--- config.mk ---
export PLATFORM = sky130hd
export DESIGN_NAME = demux4way16_router
export DESIGN_NICKNAME = d
export VERILOG_FILES = /design/src/rtl/demux4way16_router.sv
export SDC_FILE = /design/constraint.sdc
export NUM_CORES = 1
export LEC_CHECK = 0
export CAP_MARGIN = 25
export CORE_MARGIN = 10
export CORE_UTILIZATION = 27
export CTS_CLUSTER_DIAMETER = 200
export DETAILED_ROUTE_END_ITERATION = 8
export PLACE_DENSITY_LB_ADDON = 0.15
export REMOVE_ABC_BUFFERS = 1
export SYNTH_ARGS = -nofsm -noshare
export SYNTH_HDL_FRONTEND = slang
export SYNTH_SLANG_ARGS = --single-unit
--- constraint.sdc ---
create_clock -name clk -period 1.5 [get_ports clk]
set_clock_uncertainty 0.2 [all_clocks]
set_input_delay 0.3 -clock clk [delete_from_list [all_inputs] [get_ports clk]]
set_output_delay 0.3 -clock clk [all_outputs]
set_load 0.01 [all_outputs]
--- src/rtl/demux4way16_router.sv ---
// 1-to-4 word router with a 1-entry valid/ready buffer on each output channel.
// Define DEMUX4WAY16_BCAST_EN to add in_bcast, which sends one word to all four channels.
module demux4way16_router #(
    parameter int WIDTH = 16
) (
    input  logic             clk,
    input  logic             rst_n,
    input  logic [WIDTH-1:0] in_data,
    input  logic [1:0]       sel,
    input  logic             in_valid,
`ifdef DEMUX4WAY16_BCAST_EN
    input  logic             in_bcast,
`endif
    output logic             in_ready,
    output logic [WIDTH-1:0] out_data0,
    output logic [WIDTH-1:0] out_data1,
    output logic [WIDTH-1:0] out_data2,
    output logic [WIDTH-1:0] out_data3,
    output logic             out_valid0,
    output logic             out_valid1,
    output logic             out_valid2,
    output logic             out_valid3,
    input  logic             out_ready0,
    input  logic             out_ready1,
    input  logic             out_ready2,
    input  logic             out_ready3
);

    logic [WIDTH-1:0] r_data [4];
    logic [3:0]       r_valid;
    logic [3:0]       w_rdy;
    logic [3:0]       w_open;
    logic [3:0]       w_tgt;
    logic [3:0]       w_load;
    logic             w_bcast;

    assign w_rdy  = {out_ready3, out_ready2, out_ready1, out_ready0};
    // A channel can take a word when empty or when its word leaves this cycle.
    assign w_open = ~r_valid | w_rdy;

`ifdef DEMUX4WAY16_BCAST_EN
    assign w_bcast = in_bcast;
`else
    assign w_bcast = 1'b0;
`endif

    always_comb begin
        w_tgt = 4'b0000;
        if (w_bcast) begin
            w_tgt = 4'b1111;
        end else begin
            w_tgt[sel] = 1'b1;
        end
    end

    assign in_ready = w_bcast ? (&w_open) : w_open[sel];
    assign w_load   = w_tgt & {4{in_valid & in_ready}};

    always_ff @(posedge clk or negedge rst_n) begin
        if (!rst_n) begin
            r_valid <= 4'b0000;
            for (int k = 0; k < 4; k++) begin
                r_data[k] <= '0;
            end
        end else begin
            for (int k = 0; k < 4; k++) begin
                if (w_load[k]) begin
                    r_data[k]  <= in_data;
                    r_valid[k] <= 1'b1;
                end else if (r_valid[k] && w_rdy[k]) begin
                    r_valid[k] <= 1'b0;
                end
            end
        end
    end

    assign out_data0  = r_data[0];
    assign out_data1  = r_data[1];
    assign out_data2  = r_data[2];
    assign out_data3  = r_data[3];
    assign out_valid0 = r_valid[0];
    assign out_valid1 = r_valid[1];
    assign out_valid2 = r_valid[2];
    assign out_valid3 = r_valid[3];

endmodule

# After elaboration in Yosys (flattened, before gate mapping)
# Cells that the tools add are included.
# word_totals
ff_bits,68
# classes
magnitude_cmp,2
muxes,12
bitwise,4
n_reduce_logical,9
# ops
operator,count
1-bit two-way mux,10
2-bit nonzero test,4
1-bit logical AND,5
4-bit bitwise AND,1
4-bit NOT,1
4-bit bitwise OR,1
2-bit by 3-bit less-than comparator with 1-bit output (second input constant),1
1-bit binary-select mux with 2-bit select,1
1-bit demux with 2-bit select,1
2-bit by 1-bit greater-or-equal comparator with 1-bit output (second input constant),1
1-bit bitwise AND,1

# Depth between registers and ports, before layout
# depth
ltp_word,7
mapped_depth,6
ltp_nobuf,3

# Least setup slack after synthesis
# No wires, ideal clock.
# synth_timing
path_kind,flip-flop to flip-flop
startpoint,reg r_valid[1]
endpoint,"reg r_data, in the netlist out_data1[0]"
setup_ps,127
arrival_time_ps,1321
path_slack_ps,-149
path_stages_with_launch,5
n_path_buf,1
synth_period_minus_slack_ps,1649
cell_sequence,dfrtp_1 nand2b_1 nor3b_4 buf_6 mux2_1
# synth_between
elab_chain_len,6
# synth_lines
element,line_no,text
start: declaration,30,logic [3:0] r_valid;
start signal: assignment,61,r_valid <= 4'b0000;
start signal: indexed assignment,69,r_valid[k] <= 1'b1;
start signal: indexed assignment,71,r_valid[k] <= 1'b0;
4-bit NOT,39,assign w_open = ~r_valid | w_rdy;
4-bit bitwise OR,39,
1-bit binary-select mux with 2-bit select,56,assign in_ready = w_bcast ? (&w_open) : w_open[sel];
1-bit two-way mux (not written as such),56,
1-bit bitwise AND,57,assign w_load = w_tgt & {4{in_valid & in_ready}};
4-bit bitwise AND,57,
end signal: indexed assignment,68,r_data[k] <= in_data;
end: declaration,29,logic [WIDTH-1:0] r_data [4];
# No other way between the ends. The select of a mux whose other input is x is not followed.
# A chain may end at the register's enable or synchronous reset.

# Final worst setup path
# layout_timing
startpoint,reg r_valid[3]
endpoint,out in_ready
# layout_between
elab_chain_len,4
# layout_lines
element,line_no,text
4-bit NOT,39,
4-bit bitwise OR,39,
1-bit binary-select mux with 2-bit select,56,
1-bit two-way mux (not written as such),56,
end: declaration,14,"output logic in_ready,"
# No other way between the ends. The select of a mux whose other input is x is not followed.

==> results.md <==
* Via count at 1779
* Initial antenna violation count at 0
* Number of global-route vias before repair at 2072
* Final Setup Violations at 62
* Gr usage total at 0.111
* Die Height at 119 microns
* Power density over the cells at 1370 nW/um^2
* Core Region at 9680 sq um
* Final Slew Violations at 0
* Worst slew pin tran at 385 ps
* First-pass DRT Iterations at 3
* Crit-path slowest cell: mux4_2
* # DRC at 0
* RSZ-0062 raised after global routing: true
* Crit path DAT at 1410 ps
* Min cycle time layout at 1910 ps
* Post-Route Utilization at 0.433
* Critical Path RT at 1000 ps
* Setup WS post-layout at -409 ps
* Clock transition at the registers of the reported paths at 80 ps
* Die X at 119 microns
* Min-Delay Path Class: primary input to flip-flop
* Post-DRT Antenna Nets at 0
* Crit-path cells: nand2b_4, mux4_2, buf_6
* Routability Congestion at 0.686
* Mapped Cells at 156
* Simple-gate share of the synthesized area at 0.0410
* # rows at 36
* Hold depth at 4
* Crit Path Category: flip-flop to output pin
* Leakage at 0.00203 uW
* Setup TNS at -8980 ps
* XOR/XNOR Fraction of Synth Area at 0
* Via-to-Cell Ratio at 4.26
* Cell taking the most area after synthesis: dfrtp_1
* Adder-cell area share of the yosys netlist at 0
* Fillers at 911
* First-pass GRT wire length at 12400 microns
* Area contributors post-synth: dfrtp_1 64%, mux2_2 17%, mux2_1 6.4%, mux2_4 5.7%, buf_6 1.3%
* CP Capture Type: output pin
* CP Launch Type: flip-flop
* Post-synthesis mux area share at 0.294
* Seq cells post-synth at 68
* DR iter-0 viols at 48
* Die area at 14200 sq um
* Fmax at 524 MHz
* Pre-CTS setup slack at -805 ps
* Htree depth at 3
* CTS tree: built
* Worst slew margin at 0.744
* Synth async-reset ratio at 1.00
* Gr ovfl total at 0
* Avg Inst Size Synth at 17.0 sq um
* Largest family of logic cells by synthesized area: multiplexers
* Port bufs at 93
* Max-cap violations at 0
* Period utilisation layout at 1.27
* Most frequent cells in the layout: 68 x dfrtp_1, 54 x mux2_4, 49 x clkbuf_2, 16 x clkdlybuf4s50_1, 13 x clkdlybuf4s15_1
* Primary FF master, synth: dfrtp_1
* Sink Count at 68
* Synth cell types at 17
* CP max FO at 2
* Synth Area in Compound Gates at 0.00189
* Synth top area share at 0.641
* Number of synthesized flops with an enable pin at 0
* R2R cell count at 8
* CP delay by family, top: multiplexers
* Antenna diode count at 0
* Syn-to-layout area delta at 58.0%
* Clk_lat worst skew at 340 ps
* Cts bufs inserted at 9
* Most common cell after layout, fill and taps aside: dfrtp_1
* Crit. path cell count at 3
* Synthesis Warnings at 0
* CP bufs+invs at 1
* Drt total wl at 7700 microns
* Post-layout nets at 305
* Outcome: finished, violations left
* Syn Std Cell Area at 2660 sq um
* Final Hold Vio Count at 0
* Initial Util at 0.274
* I/O Pins at 94
* Pin count of the biggest net entering global routing at 69
* Layout cells sized above 1 at 0.596
* Failing checks: setup timing
* Dpl hpwl at 5120 microns
* VDD IR-drop max at 523 uV
* Sequential area share after synthesis at 0.641
* Worst path max stage delay at 480 ps
* Clock buffer depth at 2
* CTS Root Cell: clkbuf_8
* WL per Instance at 18.4 microns
## stage by stage
step / hold slack, ps / area (sq um) / total power, uW / cells
2_1_floorplan: -196 / 2600 / 2990 / 149
3_3_place_gp: 157 / 3870 / 4060 / 394
3_5_place_dp: 154 / 3870 / 4060 / 394
4_1_cts: 212 / 4460 / 5950 / 418
5_1_grt: 255 / 4200 / 6040 / 418
6_report: 242 / 4200 / 5730 / 418
## cells by family after synthesis
logic type / after synthesis
DFF: 68
muxes: 65
and+or+nand+nor: 15
buffers and inverters: 7
AOI/OAI and AO/OA: 1
## layout make-up
| class | count | area, sq um | share of cell area |
|---|---|---|---|
| clock buffer | 12 | 135 | 0.0322 |
| timing repair buffer | 120 | 987 | 0.235 |
| tap | 133 | 166 | 0.0397 |
| clock inverter | 4 | 97.6 | 0.0233 |
| sequential | 68 | 1700 | 0.406 |
| multi-input combinational | 81 | 1110 | 0.264 |
## what timing repair did
item / 4_1_cts / 5_1_grt
setup buffers: 8 / 2
endpoints found under the setup margin: 133 / 120
resized for setup: 225 / 60
hold buffers: 1 / 0
pin swaps: 2 / 1
gates cloned: 2 / 0
endpoints found under the hold margin: 68 / 0
## synthesized netlist by cell type, types with 2 or more instances
| cell | number |
|---|---|
| buf_4 | 2 |
| mux2_4 | 10 |
| buf_2 | 2 |
| mux2_1 | 15 |
| nand2b_1 | 4 |
| dfrtp_1 | 68 |
| mux2_2 | 39 |
| nand2_1 | 5 |
| buf_6 | 3 |
## worst register-to-register path, stage by stage (launching register included)
cell	delay [ps]
dfrtp_1	390
nand2b_4	60
buf_4	130
buf_6	100
buf_6	110
nor2b_4	130
buf_6	120
buf_12	140
mux2_4	290
## layer usage
layer	vias to the layer above	share of wire	GRT usage
met2	77	0.39	0.146
met1	901	0.49	0.149
li1	793	-	-
met3	8	0.11	0.0609
met5	-	0	0
met4	0	0.012	0.0389
## worst paths after layout
check / from / endpoint / slack [ps]
setup / recovery: r_valid[3]$_DFFE_PN0P_ / in_ready / -410
hold / removal: out_ready2 / r_valid[2]$_DFFE_PN0P_ / 240
setup reg to reg: r_valid[3]$_DFFE_PN0P_ / out_data3[5]$_DFFE_PN0P_ / -290
hold reg to reg: out_data0[0]$_DFFE_PN0P_ / out_data0[0]$_DFFE_PN0P_ / 310
max in group asynchronous: rst_n / out_data0[9]$_DFFE_PN0P_ / 460
min in group asynchronous: rst_n / out_data0[7]$_DFFE_PN0P_ / 310
## flip-flops by register name (all words and copies together), names as in the netlist
name and flops:
out_data0 16, out_data1 16, out_data2 16, out_data3 16, r_valid 4
## power by group
| group | internal, uW | switching [uW] | leakage [uW] | total, uW |
|---|---|---|---|---|
| Sequential | 2210 | 208 | 0.000810 | 2410 |
| Combinational | 883 | 625 | 0.00111 | 1510 |
| Clock | 1110 | 698 | 0.000111 | 1810 |
No activity file was read; power rests on OpenSTA's default activity.
